### src/rtl/pong_pkg.sv
// Shared pong definitions: game_state encoding, winner codes and default game constants.
// Imported by the game controller and by the score/text overlay so both decode game_state identically.
package pong_pkg;

    typedef enum logic [1:0] {
        ST_NEWGAME = 2'b00,
        ST_PLAY    = 2'b01,
        ST_NEWBALL = 2'b10,
        ST_OVER    = 2'b11
    } state_t;

    localparam logic [1:0] WIN_NONE = 2'b00;
    localparam logic [1:0] WIN_P1   = 2'b01;
    localparam logic [1:0] WIN_P2   = 2'b10;

    localparam int DEF_WIN_SCORE   = 9;
    localparam int DEF_DELAY_TICKS = 120;

    localparam logic [3:0] SCORE_MAX = 4'd9;

    // Single BCD digit increment that sticks at 9 instead of wrapping.
    function automatic logic [3:0] bcd_inc_sat(input logic [3:0] s);
        return (s >= SCORE_MAX) ? SCORE_MAX : s + 4'd1;
    endfunction

endpackage

### src/rtl/pong_tick_timer.sv
// Loadable down-counter that steps once per refresh tick and stops at zero.
// A load on the same cycle as a tick takes precedence over the decrement.
module pong_tick_timer #(
    parameter int TMR_W = 8
) (
    input  logic             clk,
    input  logic             reset_n,
    input  logic             load,
    input  logic [TMR_W-1:0] load_val,
    input  logic             tick,
    output logic             zero
);

    logic [TMR_W-1:0] count;

    assign zero = (count == '0);

    always_ff @(posedge clk or negedge reset_n) begin
        if (!reset_n)
            count <= '0;
        else if (load)
            count <= load_val;
        else if (tick && !zero)
            count <= count - TMR_W'(1);
    end

endmodule

### src/rtl/pong_game_ctrl.sv
// Pong game-flow FSM: serve/pause sequencing, BCD scoring and winner detection.
// Optional SERVE_WAIT_EN: after a point, the next serve waits for a button press once the pause expires.
module pong_game_ctrl
    import pong_pkg::*;
#(
    parameter int WIN_SCORE   = DEF_WIN_SCORE,
    parameter int DELAY_TICKS = DEF_DELAY_TICKS,
    parameter int TMR_W       = 8
) (
    input  logic       clk,
    input  logic       reset_n,
    input  logic [3:0] btn,
    input  logic       refresh_tick,
    input  logic       miss1,
    input  logic       miss2,
    output logic       gra_still,
    output logic [3:0] score1,
    output logic [3:0] score2,
    output logic [1:0] game_state,
    output logic [1:0] winner,
    output logic       point_pulse
);

    localparam logic [3:0]       WIN_CODE   = 4'(WIN_SCORE);
    localparam logic [TMR_W-1:0] DELAY_LOAD = TMR_W'(DELAY_TICKS);

    state_t     state, state_next;
    logic [3:0] btn_meta, btn_sync;
    logic       start_prev, start_edge;
    logic       tmr_zero, award, win_hit, clear_game;
    logic [3:0] score1_inc, score2_inc, score1_d, score2_d;
    logic [1:0] winner_d;
    logic       gra_still_d;

    // NOTE: every flop here uses <= so all registers sample the pre-edge values and the
    // two synchronizer stages really are two distinct stages.
    always_ff @(posedge clk or negedge reset_n) begin
        if (!reset_n) begin
            btn_meta   <= '0;
            btn_sync   <= '0;
            start_prev <= 1'b0;
        end else begin
            btn_meta   <= btn;
            btn_sync   <= btn_meta;
            start_prev <= |btn_sync;
        end
    end

    assign start_edge = (|btn_sync) & ~start_prev;

    pong_tick_timer #(.TMR_W(TMR_W)) u_timer (
        .clk      (clk),
        .reset_n  (reset_n),
        .load     (award),
        .load_val (DELAY_LOAD),
        .tick     (refresh_tick),
        .zero     (tmr_zero)
    );

    assign score1_inc = bcd_inc_sat(score1);
    assign score2_inc = bcd_inc_sat(score2);
    // Only the PLAY state scores, so persisting miss levels cannot award twice.
    assign award      = (state == ST_PLAY) && (miss1 || miss2);
    assign win_hit    = miss1 ? (score1_inc == WIN_CODE) : (score2_inc == WIN_CODE);
    assign clear_game = (state == ST_OVER) && tmr_zero && start_edge;

    always_ff @(posedge clk or negedge reset_n) begin
        if (!reset_n)
            state <= ST_NEWGAME;
        else
            state <= state_next;
    end

    // NOTE: state_next is defaulted before the case so every path assigns it and no latch is inferred.
    always_comb begin
        state_next = state;
        case (state)
            ST_NEWGAME: if (start_edge) state_next = ST_PLAY;
            ST_PLAY:    if (award) state_next = win_hit ? ST_OVER : ST_NEWBALL;
`ifdef SERVE_WAIT_EN
            ST_NEWBALL: if (tmr_zero && start_edge) state_next = ST_PLAY;
`else
            ST_NEWBALL: if (tmr_zero) state_next = ST_PLAY;
`endif
            ST_OVER:    if (clear_game) state_next = ST_NEWGAME;
            default:    state_next = ST_NEWGAME;
        endcase
    end

    always_comb begin
        gra_still_d = (state != ST_PLAY);
        score1_d    = score1;
        score2_d    = score2;
        winner_d    = winner;
        if (clear_game) begin
            score1_d = '0;
            score2_d = '0;
            winner_d = WIN_NONE;
        end else if (award) begin
            if (miss1)
                score1_d = score1_inc;
            else
                score2_d = score2_inc;
            if (win_hit)
                winner_d = miss1 ? WIN_P1 : WIN_P2;
        end
    end

    always_ff @(posedge clk or negedge reset_n) begin
        if (!reset_n) begin
            gra_still   <= 1'b1;
            score1      <= '0;
            score2      <= '0;
            winner      <= WIN_NONE;
            point_pulse <= 1'b0;
        end else begin
            gra_still   <= gra_still_d;
            score1      <= score1_d;
            score2      <= score2_d;
            winner      <= winner_d;
            point_pulse <= award;
        end
    end

    assign game_state = state;

endmodule
### config.mk
export PLATFORM = sky130hd
export DESIGN_NAME = pong_game_ctrl
export DESIGN_NICKNAME = d
export VERILOG_FILES = /design/src/rtl/pong_pkg.sv /design/src/rtl/pong_tick_timer.sv /design/src/rtl/pong_game_ctrl.sv
export SDC_FILE = /design/constraint.sdc
export NUM_CORES = 1
export LEC_CHECK = 0
export ABC_AREA = 1
export BUFFER_PORTS_ARGS = -buffer_cell sky130_fd_sc_hd__clkbuf_2
export CORE_ASPECT_RATIO = 1.25
export CORE_MARGIN = 10
export CORE_UTILIZATION = 60
export CTS_BUF_LIST = sky130_fd_sc_hd__clkbuf_16
export CTS_CLUSTER_DIAMETER = 150
export CTS_CLUSTER_SIZE = 20
export DETAILED_ROUTE_END_ITERATION = 8
export PLACE_DENSITY = 0.9
export SYNTH_ARGS = -nofsm -noshare
export SYNTH_HDL_FRONTEND = slang
export SYNTH_SLANG_ARGS = --single-unit
### constraint.sdc
create_clock -name clk -period 4.2 [get_ports clk]
set_input_delay 0.42 -clock clk [delete_from_list [all_inputs] [get_ports clk]]
set_output_delay 0.42 -clock clk [all_outputs]
set_load 0.05 [all_outputs]
After elaboration in Yosys (flattened, before gate mapping)
Index checks and enable logic that the tools add are counted.

Shifts and indexed selects: 0. Add/sub/neg operators: 3. $mul: 0. Equal/unequal tests: 11. Div/mod/pow operators: 0. $lt $le $gt $ge: 2. Multiplexer cells: 21. Bitwise logic cells: 2. Reductions and logical operators: 17.

Operator list (count): two-way mux 4 bit (8); two-way mux 2 bit (8); two-way mux 8 bit (2); adder 4 x 1 -> 4 bit, second input constant (2); equality test 4 bit, second input constant (2); greater-or-equal comparator 4 bit, second input constant (2); logical NOT 8 bit (1); != test 2 bit, second input constant (4); case mux 2 bit (4 select lines) (1); nonzero test 2 bit (4); subtractor 8 x 1 -> 8 bit, second input constant (1); AND reduction 2 bit (3); equality test 2 bit, second input constant (2); logical AND 1 bit (4); != test 2 x 1 -> 1 bit, second input constant (2); AND reduction 4 bit (1); OR reduction 4 bit (1); equality test 2 x 1 -> 1 bit, second input constant (1); logical NOT 2 bit (1); two-way mux 1 bit (2); bitwise AND 1 bit (1); logical NOT 1 bit (1); logical OR 1 bit (1); inverter 1 bit (1).

Memory bits (writable): 0. Input bits: 9. Bits in latches: 0. Output and inout port bits: 14. Word-level logic and storage cells: 66. Memories: 0. Register bits: 31. Bits in read-only memories: 0.

Longest topological paths before layout
Gate-level depths: netlist of the first run.

Depth in word-level cells: 7. Mapped depth: 11.

Modules after synthesis
From an unflattened synthesis of the first run, not the netlist that was laid out.

Cell total of the unflattened synthesis: 209. Area total of the unflattened synthesis: 1672.9 µm².

By module, submodules not included: pong_game_ctrl (sequential area each 576.8 µm², area each 1076.0 µm², cells each 116, instances 1); pong_tick_timer (sequential area each 200.2 µm², area each 596.8 µm², cells each 93, instances 1).

Worst setup path after synthesis of the first run
OpenSTA, ideal clock, no wires.

Path type: flip-flop to flip-flop. Start: reg score1[1]. End: reg state[0] (netlist: game_state[0]). Path buffers: 0. Cell stages (with the launch flop): 11. Data arrival time: 1627 ps. Library setup time: 125 ps. Data required time: 4075 ps. Slack: 2448 ps. Period minus slack after synthesis: 1752 ps. Cells stage by stage: dfrtp_1 -> inv_1 -> ha_1 -> nor2_1 -> nand2_1 -> nand2_1 -> o21ai_0 -> nand3_1 -> nand2_2 -> nand2_1 -> nand3_1.

Cells in the longest elaborated chain, start to end: 7. Elaborated cells on any way between the ends: 8. Classes of those cells: add/sub (1); order compare (1); eq/ne (1); mux (5).

Ends and longest elaborated chain: start: declaration (RTL line pong_game_ctrl.sv:17) `output logic [3:0] score1,`; start signal: assignment (RTL line pong_game_ctrl.sv:118) `score1 <= score1_d;`; adder 4 x 1 -> 4 bit / greater-or-equal comparator 4 bit (equally long branches) (RTL line pong_pkg.sv:23) `return (s >= SCORE_MAX) ? SCORE_MAX : s + 4'd1;`; two-way mux 4 bit * (RTL line pong_pkg.sv:23); equality test 4 bit * (RTL line pong_game_ctrl.sv:64) `assign win_hit = miss1 ? (score1_inc == WIN_CODE) : (score2_inc == WIN_CODE);`; two-way mux 1 bit * (RTL line pong_game_ctrl.sv:64); two-way mux 1 bit * (RTL line pong_game_ctrl.sv:79) `ST_PLAY: if (award) state_next = win_hit ? ST_OVER : ST_NEWBALL;`; two-way mux 2 bit * (RTL line pong_game_ctrl.sv:79); case mux 2 bit (4 select lines) * (RTL line pong_game_ctrl.sv:77) `case (state)`; end signal: assignment (RTL line pong_game_ctrl.sv:71) `state <= state_next;`; end: declaration (RTL line pong_game_ctrl.sv:27) `state_t state, state_next;`.

Every way passes the cells marked *; elsewhere a longest branch is shown, timed or not. The select of a mux whose other input is x is not followed. A chain may end at the register's enable or synchronous reset.

Worst setup path in the final report of the first run
Start: reg score2[0]. End: reg winner[1].

Cells in the longest elaborated chain, start to end: 6. Elaborated cells on any way between the ends: 7. Classes of those cells: add/sub (1); order compare (1); eq/ne (1); mux (2); reduce/logical (2).

Ends and longest elaborated chain: start: declaration (RTL line pong_game_ctrl.sv:18) `output logic [3:0] score2,`; start signal: assignment (RTL line pong_game_ctrl.sv:119) `score2 <= score2_d;`; adder 4 x 1 -> 4 bit / greater-or-equal comparator 4 bit (equally long branches) (RTL line pong_pkg.sv:23); two-way mux 4 bit * (RTL line pong_pkg.sv:23); equality test 4 bit * (RTL line pong_game_ctrl.sv:64); two-way mux 1 bit * (RTL line pong_game_ctrl.sv:64); nonzero test 2 bit (no source line) *; AND reduction 2 bit (no source line) *; end signal: assignment (RTL line pong_game_ctrl.sv:120) `winner <= winner_d;`; end: declaration (RTL line pong_game_ctrl.sv:20) `output logic [1:0] winner,`.

Every way passes the cells marked *; elsewhere a longest branch is shown, timed or not.

==> results by group, run 1 <==
Placed design
  – I/O Buffers: 22
  – Placed cells: 230
  – Hpwl dp: 2640 um
  – GPL Wtd Cong: 0.812

Flow run
  – Max Cap Viol: 0

Detailed routing
  – Routed wl met3: 157 um
  – Routed wire length: 3430 um
  – Routed len/inst: 14.4 um
  – DR vias: 1277
  – WL met1: 1370 um
  – Initial DRC count: 76
  – DR WL met2: 1820 um
  – Antenna-violating nets left: 0
  – Residual DRC: 0
  – Drt pass-1 iters: 5
  – Top routing layer in use: met4
  – Vias per inst: 5.37

Final layout
  – NumNets Final: 221
  – P&R area growth vs syn: 16.6%
  – Core Util, Final: 74.7%
  – Ratio of cells with drive above 1 in the final layout: 23.9%
  – Final non-filler cell total: 238
  – Filler cells: 188
  – Ant diodes: 0

Critical path
  – Reg-to-reg endpoint: winner[1]
  – RR Startpoint: score2[0]
  – Setup crit start kind: register
  – Worst endpoint required time: 4.36 ns
  – FF-to-FF setup slack: 2.59 ns
  – Critical Path AT: 1.78 ns
  – Crit path from: score2[0]
  – Highest net fanout along the worst path: 6
  – Crit. End Element: register
  – Worst Reg-to-Reg Cells: 8
  – WS Path Type: reg -> reg

Logic synthesis
  – Synthesized area: 1600 um2
  – Net count after synthesis: 194
  – Area leader, netlist: dfrtp_1
  – Cells after Synth: 177
  – Yosys warns: 0
  – Async SR Flop Fraction: 100%
  – Mapped Avg Cell Area: 9.05 um2
  – Top FF cell, synth: dfrtp_1
  – Synth top area share: 46.9%
  – Synth area leaders: dfrtp_1 47%, nand3_1 6.9%, ha_1 6.3%, inv_1 5.9%, nand2_1 5.6%
  – Top cells by count, synth: 30 x dfrtp_1, 25 x inv_1, 24 x nand2_1
  – Unique masters post-synth: 25
  – EDFF count, synth: 0
  – Sequential-to-total area share from yosys stat: 48.5%
  – Yosys reg bits: 31
  – Most common cell in the netlist: dfrtp_1

Pwr
  – Cell Pwr Density: 753 nW/um2
  – Gate power share: 42.6%
  – Total power: 1410 uW
  – Flop pwr share: 33.9%
  – Sw power: 639 uW
  – Pint: 768 uW
  – Peak VDD IR: 0.000463 V
  – Clk network pwr share: 23.6%
  – Switch share: 45.4%
  – Leak pwr: 0.000962 uW

Global routing
  – Pin count of the biggest net entering global routing: 32
  – Initial antenna violation count: 0
  – First-pass GRT wire length: 6000 um
  – Vias in the first global route: 1345
  – All-layer global routing usage: 14.8%
  – Remaining Overflow, GRT: 0

CTS
  – H-tree depth: 2
  – Root buf cell: clkbuf_16
  – # Post-CTS Setup Buffers: 0
  – Worst-path clk slew: 0.05 ns
  – CTS tree: yes
  – TritonCTS Buffers: 5
  – Latest clock arrival within the worst-skew pair: 0.27 ns
  – Post_cts resized: 0
  – Clock buffer depth: 2
  – Clock sinks: 31
  – Hold-fix buffers, CTS: 0

STA
  – Tmin final: 1.61 ns
  – Final hold viol count: 0
  – Final period util: 38.4%
  – Setup violators final: 0
  – Hold WS: 0.203 ns
  – RSZ-0062 raised after global routing: false
  – Setup TNS: 0 ns
  – Worst-margin pin slew: 0.746 ns
  – Final worst clock skew: 0.00400 ns
  – Slew Limit Fails: 0
  – Relative slew slack: 50.2%
  – Fmax: 619 MHz

Floorplanning
  – Initial core utilization: 64.0%
  – Die span in y: 77.8 um
  – Site Rows: 20
  – Core Region: 2500 um2
  – Die X: 66.2 um
  – Die area: 5150 um2
  – Io pins: 23

Hold path
  – Hold Crit Class: in -> async

Outcome
  – Status: finished, final reports clean
power groups by stage:
stage | combinational (uW) | clock [uW] | sequential [uW]
after floorplan | 302 | 0 | 625
after global placement | 562 | 0 | 471
after detailed placement | 600 | 0 | 479
after CTS | 604 | 336 | 476
after global routing | 663 | 351 | 490
final | 599 | 332 | 477
metrics by stage:
stage / area, um2 / setup slack [ns]
2_1_floorplan: 1600 / 2.45
3_3_place_gp: 1730 / 2.71
3_5_place_dp: 1730 / 2.61
4_1_cts: 1870 / 2.60
5_1_grt: 1870 / 2.42
6_report: 1870 / 2.59
cell usage in the layout (no fill, tap or decap), types with 4 or more instances in the layout:
| cell type | count |
|---|---|
| clkbuf_16 | 5 |
| dfrtp_1 | 30 |
| clkbuf_2 | 22 |
| ha_1 | 8 |
| nand2_1 | 24 |
| nand4_1 | 4 |
| nand2_4 | 5 |
| nand3_1 | 22 |
| inv_1 | 26 |
| o21ai_0 | 16 |
| nor2_1 | 12 |
| a21oi_1 | 5 |
worst max path at each step:
stage                    endpoint  slack, ns  cells past startpoint
CTS                     winner[1]       2.60                      8
global placement        winner[0]       2.71                      8
detailed placement      winner[1]       2.61                      8
floorplan           game_state[0]       2.45                     10
global route            winner[1]       2.42                      8
finish                  winner[1]       2.59                      8
cell type report:
cell class / count / area (um2) / share of cell area [%]
clock buffers: 5 / 125 / 6.70
inverters: 28 / 108 / 5.76
clock inverters: 3 / 12.5 / 0.670
well taps: 33 / 41.3 / 2.21
multi-input cells: 116 / 694 / 37.2
flip-flops and latches: 31 / 777 / 41.6
repair buffers: 22 / 110 / 5.89
flip-flops by register name (all words and copies together) (netlist names):
signal / cells
u_timer.count: 8
btn_meta: 4
btn_sync: 4
score1: 4
score2: 4
game_state: 2
winner: 2
gra_still: 1
point_pulse: 1
start_prev: 1
per-layer routing:
metal / vias to the layer above / track usage (%)
li1: 626 / -
met1: 611 / 15.1
met2: 31 / 25.1
met3: 9 / 5.75
met4: 0 / 7.35
met5: - / 0
kinds of logic (layout without fill, tap and decap cells):
family	Yosys count	after routing	share of synthesized area, %
AO/OA/AOI/OAI	27	27	9.69
XOR/XNOR	3	3	1.64
adder cells (fa/ha/maj)	8	8	6.25
buffers and inverters	30	58	8.13
flip-flops	31	31	48.5
AND/OR/NAND/NOR	78	78	25.8
critical path: stages, from the launching register on:
cell and delay, ns:
dfrtp_1 0.44, inv_1 0.10, ha_1 0.33, o21ai_0 0.20, nand3_1 0.11, nand2_2 0.14
nand2_4 0.06, nand3_1 0.06, nand2_1 0.06
Note: power is estimated with default switching activity, not from simulation.
==> inputs of run 2 (changes only) <==
--- a/config.mk
+++ b/config.mk
@@ -5,16 +5,16 @@
 export SDC_FILE = /design/constraint.sdc
 export NUM_CORES = 1
 export LEC_CHECK = 0
-export ABC_AREA = 1
+export ABC_AREA = 0
 export BUFFER_PORTS_ARGS = -buffer_cell sky130_fd_sc_hd__clkbuf_2
 export CORE_ASPECT_RATIO = 1.25
 export CORE_MARGIN = 10
-export CORE_UTILIZATION = 60
+export CORE_UTILIZATION = 49
 export CTS_BUF_LIST = sky130_fd_sc_hd__clkbuf_16
 export CTS_CLUSTER_DIAMETER = 150
 export CTS_CLUSTER_SIZE = 20
 export DETAILED_ROUTE_END_ITERATION = 8
-export PLACE_DENSITY = 0.9
+export PLACE_DENSITY = 0.8
 export SYNTH_ARGS = -nofsm -noshare
 export SYNTH_HDL_FRONTEND = slang
 export SYNTH_SLANG_ARGS = --single-unit
==> constraint.sdc (replaced) <==
create_clock -name clk -period 1.45 [get_ports clk]
set_input_delay 0.145 -clock clk [delete_from_list [all_inputs] [get_ports clk]]
set_output_delay 0.145 -clock clk [all_outputs]
set_load 0.05 [all_outputs]
==> run 2 against run 1 <==
Against the previous run:
- the flow now finishes with violations (negative setup slack)
- non-clock buffer count is 42 higher
- clock skew fell by 0.0018 ns
- total power increased to 3.4 times the previous value
- first-iteration DRC count fell by 26%
- critical endpoint is now winner[0]
- largest cell class is now multi-input combinational cells
==> results by group, run 2 <==
Critical path
  – Crit. End Element: register
  – Worst path max stage delay: 0.54 ns (+0.10 ns)
  – Worst Setup EP: winner[0]
  – Critical Path AT: 2.09 ns (+0.31 ns)
  – WS Path Type: reg -> reg
  – Reg-to-reg endpoint: winner[0]
  – Max stage delay cell, worst path: or4_4
  – Setup crit start kind: register
  – FF-to-FF setup slack: -0.48 ns (-3.06 ns)
  – Cells along the critical path: or4_4 > or3_4 > nor4_4 > buf_4 > and3b_1
  – Worst endpoint required time: 1.61 ns (-2.75 ns)
  – Crit path from: u_timer.count[6]
  – RR Startpoint: u_timer.count[6]
  – Worst Reg-to-Reg Cells: 5 (-3)
  – Highest net fanout along the worst path: 5 (-1)

Placed design
  – GPL Wtd Cong: 0.967 (+19%)
  – Hpwl dp: 2550 um (-3.7%)
  – Post-place instance area: 1860 um2 (+7.6%)
  – I/O Buffers: 22 (unchanged)
  – Placed cells: 224 (-2.6%)

Logic synthesis
  – Cells after Synth: 137 (-23%)
  – Area leader, netlist: dfrtp_1
  – Synthesized area: 1470 um2 (-8.4%)
  – Top FF cell, synth: dfrtp_1
  – Synth area leaders: dfrtp_1 51%, ha_1 6.8%, nand2_1 2.8%, inv_1 2.6%, nor2_1 2.6%
  – EDFF count, synth: 0 (unchanged)
  – Top cells by count, synth: 30 x dfrtp_1, 11 x nand2_1, 10 x inv_1, 10 x nor2_1, 8 x ha_1
  – Net count after synthesis: 154 (-21%)
  – Synth top area share: 51.2% (+4.3 points)
  – Unique masters post-synth: 44 (+76%)
  – Most common cell in the netlist: dfrtp_1
  – Sequential-to-total area share from yosys stat: 52.9% (+4.4 points)
  – Mapped Avg Cell Area: 10.7 um2 (+18%)
  – Yosys reg bits: 31 (unchanged)
  – Yosys warns: 0 (unchanged)
  – Async SR Flop Fraction: 100% (unchanged)

Global routing
  – Pin count of the biggest net entering global routing: 18 (-44%)
  – Remaining Overflow, GRT: 0 (unchanged)
  – Vias in the first global route: 1464 (+8.8%)
  – All-layer global routing usage: 16.0% (+1.2 points)
  – First-pass GRT wire length: 6740 um (+12%)
  – Initial antenna violation count: 0 (unchanged)

STA
  – Setup violators final: 18 (+18)
  – Hold WS: 0.217 ns (+0.0139 ns)
  – Tmin final: 1.93 ns (+0.312 ns)
  – Final hold viol count: 0 (unchanged)
  – RSZ-0062 raised after global routing: true
  – Worst-margin pin slew: 0.397 ns (-0.349 ns)
  – Final worst clock skew: 0.00221 ns (-0.00179 ns)
  – Final period util: 133% (+94 points)
  – Setup slack after layout: -0.477 ns (-3.06 ns)
  – Relative slew slack: 73.1% (+23 points)
  – Slew Limit Fails: 0 (unchanged)
  – Fmax: 519 MHz (-16%)

CTS
  – Clock buffer depth: 2 (unchanged)
  – CTS tree: yes
  – Latest clock arrival within the worst-skew pair: 0.27 ns (about the same)
  – Worst-path clk slew: 0.05 ns (about the same)
  – Clock sinks: 31 (unchanged)
  – TritonCTS Buffers: 5 (unchanged)
  – H-tree depth: 2 (unchanged)
  – Root buf cell: clkbuf_16

Floorplanning
  – Site Rows: 22 (+10%)
  – Die area: 5600 um2 (+8.7%)
  – Io pins: 23 (unchanged)
  – Core Region: 2920 um2 (+17%)
  – Die span in y: 81.2 um (+4.4%)
  – Initial core utilization: 50.3% (-14 points)
  – Die X: 69.0 um (+4.1%)

Final layout
  – Most common cell after layout, fill and taps aside: buf_4
  – Largest reg by FF count: u_timer.count
  – Filler cells: 180 (-4.3%)
  – P&R area growth vs syn: 56.0%
  – Final non-filler cell total: 243 (+2.1%)
  – Highest-count cells in the layout ignoring fill and taps: 32 x buf_4, 26 x dfrtp_1, 22 x clkbuf_2
  – NumNets Final: 223 (+0.90%)
  – Cell area after layout: 2290 um2 (+23%)
  – Area occupied by registers: 782 um2 (+0.64%)
  – Max reg flops: 8 (unchanged)
  – Ant diodes: 0 (unchanged)
  – Area of the multi-input gates: 796 um2 (+15%)
  – Ratio of cells with drive above 1 in the final layout: 46.9% (+23 points)

Detailed routing
  – Routed wire length: 4100 um (+19%)
  – DR vias: 1341 (+5.0%)
  – Antenna-violating nets left: 0 (unchanged)
  – Initial DRC count: 56 (-26%)
  – Routed len/inst: 16.9 um (+17%)
  – Residual DRC: 0 (unchanged)
  – Vias per inst: 5.52 (+2.9%)
  – Drt pass-1 iters: 4 (-1)

Outcome
  – Status: finished with violations
  – Failing checks: negative setup slack

Pwr
  – Peak VDD IR: 0.00169 V (+260%)
  – Leak pwr: 0.00103 uW (+7.1%)
  – Cell Pwr Density: 2080 nW/um2 (+180%)

Flow run
  – Max Cap Viol: 0 (unchanged)

Hold path
  – Hold Crit Class: in -> reg
==> run 2: cell types whose count changed in the layout (fill, tap and decap cells not counted), moves of 12 or more <==
cell     delta
buf_4      +32
nand2_1    -14
o21ai_0    -12
nand3_1    -21
inv_1      -19
==> run 2: critical path: cells and delay by family, from the launching register on <==
family	cells	cell delay, ns
and+or+nand+nor	4	1.25
DFF	1	0.38
buffers and inverters	1	0.19
==> run 2: worst min-delay path by stage <==
stage	from	endpoint	slack, ns	cells past startpoint
finish	miss1	u_timer.count[4]	0.22	3
global route	miss1	u_timer.count[4]	0.24	3
CTS	miss2	u_timer.count[4]	0.21	3
global placement	reset_n	winner[0]	0.08	1
floorplan	reset_n	btn_meta[0]	-0.15	0
detailed placement	reset_n	winner[1]	0.09	1
==> run 2: per-stage QoR <==
stage               setup TNS [ns]  worst slack, ns  power (uW)  util, %
detailed placement           -5.44           -0.467        3230     63.8
finish                       -6.39           -0.477        4760     78.5
CTS                          -5.41           -0.449        4590     75.3
global route                 -7.62           -0.552        5020     78.5
global placement             -4.57           -0.409        3140     63.8
floorplan                    -4.49           -0.386        2480        -
==> run 2: power breakdown <==
part	internal [uW]	total (uW)	switching [uW]	leakage (uW)
sequential	1120	1320	204	0.000361
clock	799	1150	352	0.0000812
combinational	903	2290	1390	0.000588
total	2820	4760	1950	0.00103
==> run 2: what timing repair did <==
action	CTS	global route
hold buffers	5	0
gates resized for setup	24	15
pin swaps	6	14
cloned	1	0
endpoints found under the setup margin	19	20
setup buffers	3	6
hold endpoints to repair	17	0
==> run 2: area by class of cell <==
cell class	instances	area share, %
clock buffer	5	5.46
clock inverter	3	1.69
inverter	10	1.64
multi-input combinational	94	34.8
sequential	31	34.2
tap	36	1.97
timing repair buffer	64	20.3
==> run 2: kinds of logic after synthesis <==
| kind of cell | synth area share, % |
|---|---|
| AO/OA/AOI/OAI | 16.1 |
| XOR/XNOR | 2.98 |
| adder cells (fa/ha/maj) | 6.82 |
| buffers and inverters | 3.33 |
| flip-flops | 52.9 |
| AND/OR/NAND/NOR | 17.8 |
==> run 2: routing by layer <==
layer | wire length, um | share of wire (%) | GRT usage (%)
met1 | 1480 | 36 | 16.2
met2 | 2220 | 54 | 28.7
met3 | 271 | 6.6 | 4.55
met4 | 132 | 3.2 | 7.71
met5 | 0 | 0 | 0
==> inputs of run 3 (changes only) <==
--- a/config.mk
+++ b/config.mk
@@ -8,13 +8,13 @@
 export ABC_AREA = 0
 export BUFFER_PORTS_ARGS = -buffer_cell sky130_fd_sc_hd__clkbuf_2
 export CORE_ASPECT_RATIO = 1.25
-export CORE_MARGIN = 10
-export CORE_UTILIZATION = 49
-export CTS_BUF_LIST = sky130_fd_sc_hd__clkbuf_16
+export CORE_MARGIN = 2
+export CORE_UTILIZATION = 52
+export CTS_BUF_LIST = sky130_fd_sc_hd__clkbuf_8
 export CTS_CLUSTER_DIAMETER = 150
 export CTS_CLUSTER_SIZE = 20
 export DETAILED_ROUTE_END_ITERATION = 8
-export PLACE_DENSITY = 0.8
+export PLACE_DENSITY = 0.84
 export SYNTH_ARGS = -nofsm -noshare
 export SYNTH_HDL_FRONTEND = slang
 export SYNTH_SLANG_ARGS = --single-unit
==> run 3 against run 2 <==
Against the previous run:
- first-iteration DRC count fell by 61%
- cell count rose by 1.2%
- cell area is 1.2% lower
- the flow still finishes with violations (negative setup slack)
- largest cell class unchanged
- clock power is 23% lower
- critical path depth unchanged
==> results by group, run 3 (synthesis results as in run 2) <==
Outcome
  – Status: finished with violations
  – Failing checks: negative setup slack

CTS
  – Latest clock arrival within the worst-skew pair: 0.29 ns (+0.02 ns)
  – CTS tree: yes
  – Worst-path clk slew: 0.07 ns (+0.02 ns)
  – H-tree depth: 2 (unchanged)
  – TritonCTS Buffers: 5 (unchanged)
  – Clock sinks: 31 (unchanged)
  – Root buf cell: clkbuf_8
  – Clock buffer depth: 2 (unchanged)

STA
  – Setup TNS: -6.24 ns (+0.155 ns)
  – Relative slew slack: 61.9% (-11 points)
  – Final hold viol count: 0 (unchanged)
  – Slew Limit Fails: 0 (unchanged)
  – Setup violators final: 20 (+2)
  – Setup slack after layout: -0.501 ns (-0.0241 ns)
  – Hold WS: 0.307 ns (+0.0897 ns)
  – Final period util: 135% (+1.7 points)
  – Final worst clock skew: 0.00826 ns (+0.00605 ns)
  – RSZ-0062 raised after global routing: true
  – Tmin final: 1.95 ns (+0.0241 ns)
  – Fmax: 513 MHz (-1.2%)
  – Worst-margin pin slew: 0.571 ns (+0.173 ns)

Detailed routing
  – Antenna-violating nets left: 0 (unchanged)
  – Routed len/inst: 18.0 um (+6.7%)
  – Vias per inst: 5.63 (+2.0%)
  – Residual DRC: 0 (unchanged)
  – Drt pass-1 iters: 4 (unchanged)
  – Routed wire length: 4430 um (+8.0%)
  – DR vias: 1385 (+3.3%)
  – Initial DRC count: 22 (-61%)

Global routing
  – M2 GR Usage: 50.3% (+22 points)
  – Met3 Use GR: 9.24% (+4.7 points)
  – Vias in the first global route: 1443 (-1.4%)
  – GR Util met1: 26.8% (+11 points)
  – Initial antenna violation count: 0 (unchanged)
  – First-pass GRT wire length: 6480 um (-3.9%)
  – Pin count of the biggest net entering global routing: 24 (+6)
  – All-layer global routing usage: 28.4% (+12 points)
  – Grt peak-use layer: met2
  – Remaining Overflow, GRT: 0 (unchanged)

Final layout
  – Highest-count cells in the layout ignoring fill and taps: 38 x buf_4, 26 x dfrtp_1, 22 x clkbuf_2
  – NumNets Final: 228 (+2.2%)
  – Ratio of cells with drive above 1 in the final layout: 48.1% (+1.3 points)
  – Largest reg by FF count: u_timer.count
  – Max reg flops: 8 (unchanged)
  – Ant diodes: 0 (unchanged)
  – Cell area after layout: 2260 um2 (-1.2%)
  – Most common cell after layout, fill and taps aside: buf_4
  – Final non-filler cell total: 246 (+1.2%)
  – P&R area growth vs syn: 54.1%

Critical path
  – Critical Path AT: 2.12 ns (+0.03 ns)
  – Highest net fanout along the worst path: 5 (unchanged)
  – Worst endpoint required time: 1.62 ns (about the same)
  – Setup crit start kind: register
  – Crit path from: u_timer.count[6]
  – RR Startpoint: u_timer.count[6]
  – WS Path Type: reg -> reg
  – Crit. End Element: register

Floorplanning
  – Initial core utilization: 54.8% (+4.5 points)
  – Site Rows: 21 (-4.5%)
  – Die span in y: 63.4 um (-22%)
  – Die area: 3270 um2 (-42%)
  – Io pins: 23 (unchanged)
  – Core Region: 2680 um2 (-8.1%)
  – Die X: 51.5 um (-25%)

Hold path
  – Hold Crit Class: in -> reg
  – Worst Hold Launch: refresh_tick

Placed design
  – Post-place instance area: 1880 um2 (+1.2%)
  – Placed cells: 227 (+1.3%)
  – I/O Buffers: 22 (unchanged)
  – Hpwl dp: 2740 um (+7.5%)
  – GPL Wtd Cong: 0.900 (-7.0%)

Pwr
  – Cell Pwr Density: 2030 nW/um2 (-2.4%)
  – Leak pwr: 0.00102 uW (-1.3%)
  – Total power: 4590 uW (-3.5%)
  – Peak VDD IR: 0.00133 V (-21%)

Flow run
  – Max Cap Viol: 0 (unchanged)
-- run 3: final cells by class --
cell class	count	area, um2
Clock inverter	2	35.0
Clock buffer	6	82.6
Sequential cell	31	782
Tap cell	34	42.5
Fill cell	146	418
Inverter	10	37.5
Multi-Input combinational cell	94	792
Timing Repair Buffer	69	490
-- run 3: critical path: stages, from the launching register on --
cell     delay [ns]
dfrtp_1        0.39
or4_4          0.54
or3_4          0.36
nor4_4         0.18
buf_4          0.19
and3b_1        0.18
-- run 3: routing by layer --
metal / up-vias / wire length (um)
met5: - / 0
met4: 0 / 255
met3: 22 / 175
met2: 48 / 2490
met1: 674 / 1500
li1: 641 / -
-- run 3: repair_timing --
| item | in CTS | in global routing |
|---|---|---|
| gates cloned | 1 | 0 |
| pin swaps | 9 | 15 |
| endpoints found under the hold margin | 24 | 0 |
| resized for setup | 20 | 20 |
| setup buffers | 5 | 1 |
| endpoints found under the setup margin | 20 | 20 |
| hold buffers | 5 | 0 |
-- run 3: through the flow --
| step | util (%) | setup slack [ns] |
|---|---|---|
| finish | 84.4 | -0.501 |
| global route | 84.4 | -0.545 |
| CTS | 81.0 | -0.467 |
| detailed placement | 70.3 | -0.504 |
| global placement | 70.3 | -0.402 |
| floorplan | - | -0.386 |
-- run 3: final timing paths --
kind	end	slack, ns	cells past startpoint
min in group asynchronous	start_prev	0.38	2
worst min-delay path	u_timer.count[1]	0.31	3
worst max register to register	winner[0]	-0.50	5
max in group asynchronous	btn_meta[2]	0.56	3
worst min register to register	btn_sync[2]	0.36	0
worst max-delay path	winner[0]	-0.50	5
-- run 3: report_power, final --
part | leakage [uW] | internal [uW] | switching (uW)
registers | 0.000361 | 1110 | 203
clock network | 0.0000612 | 556 | 328
logic | 0.000595 | 976 | 1420
total | 0.00102 | 2650 | 1950
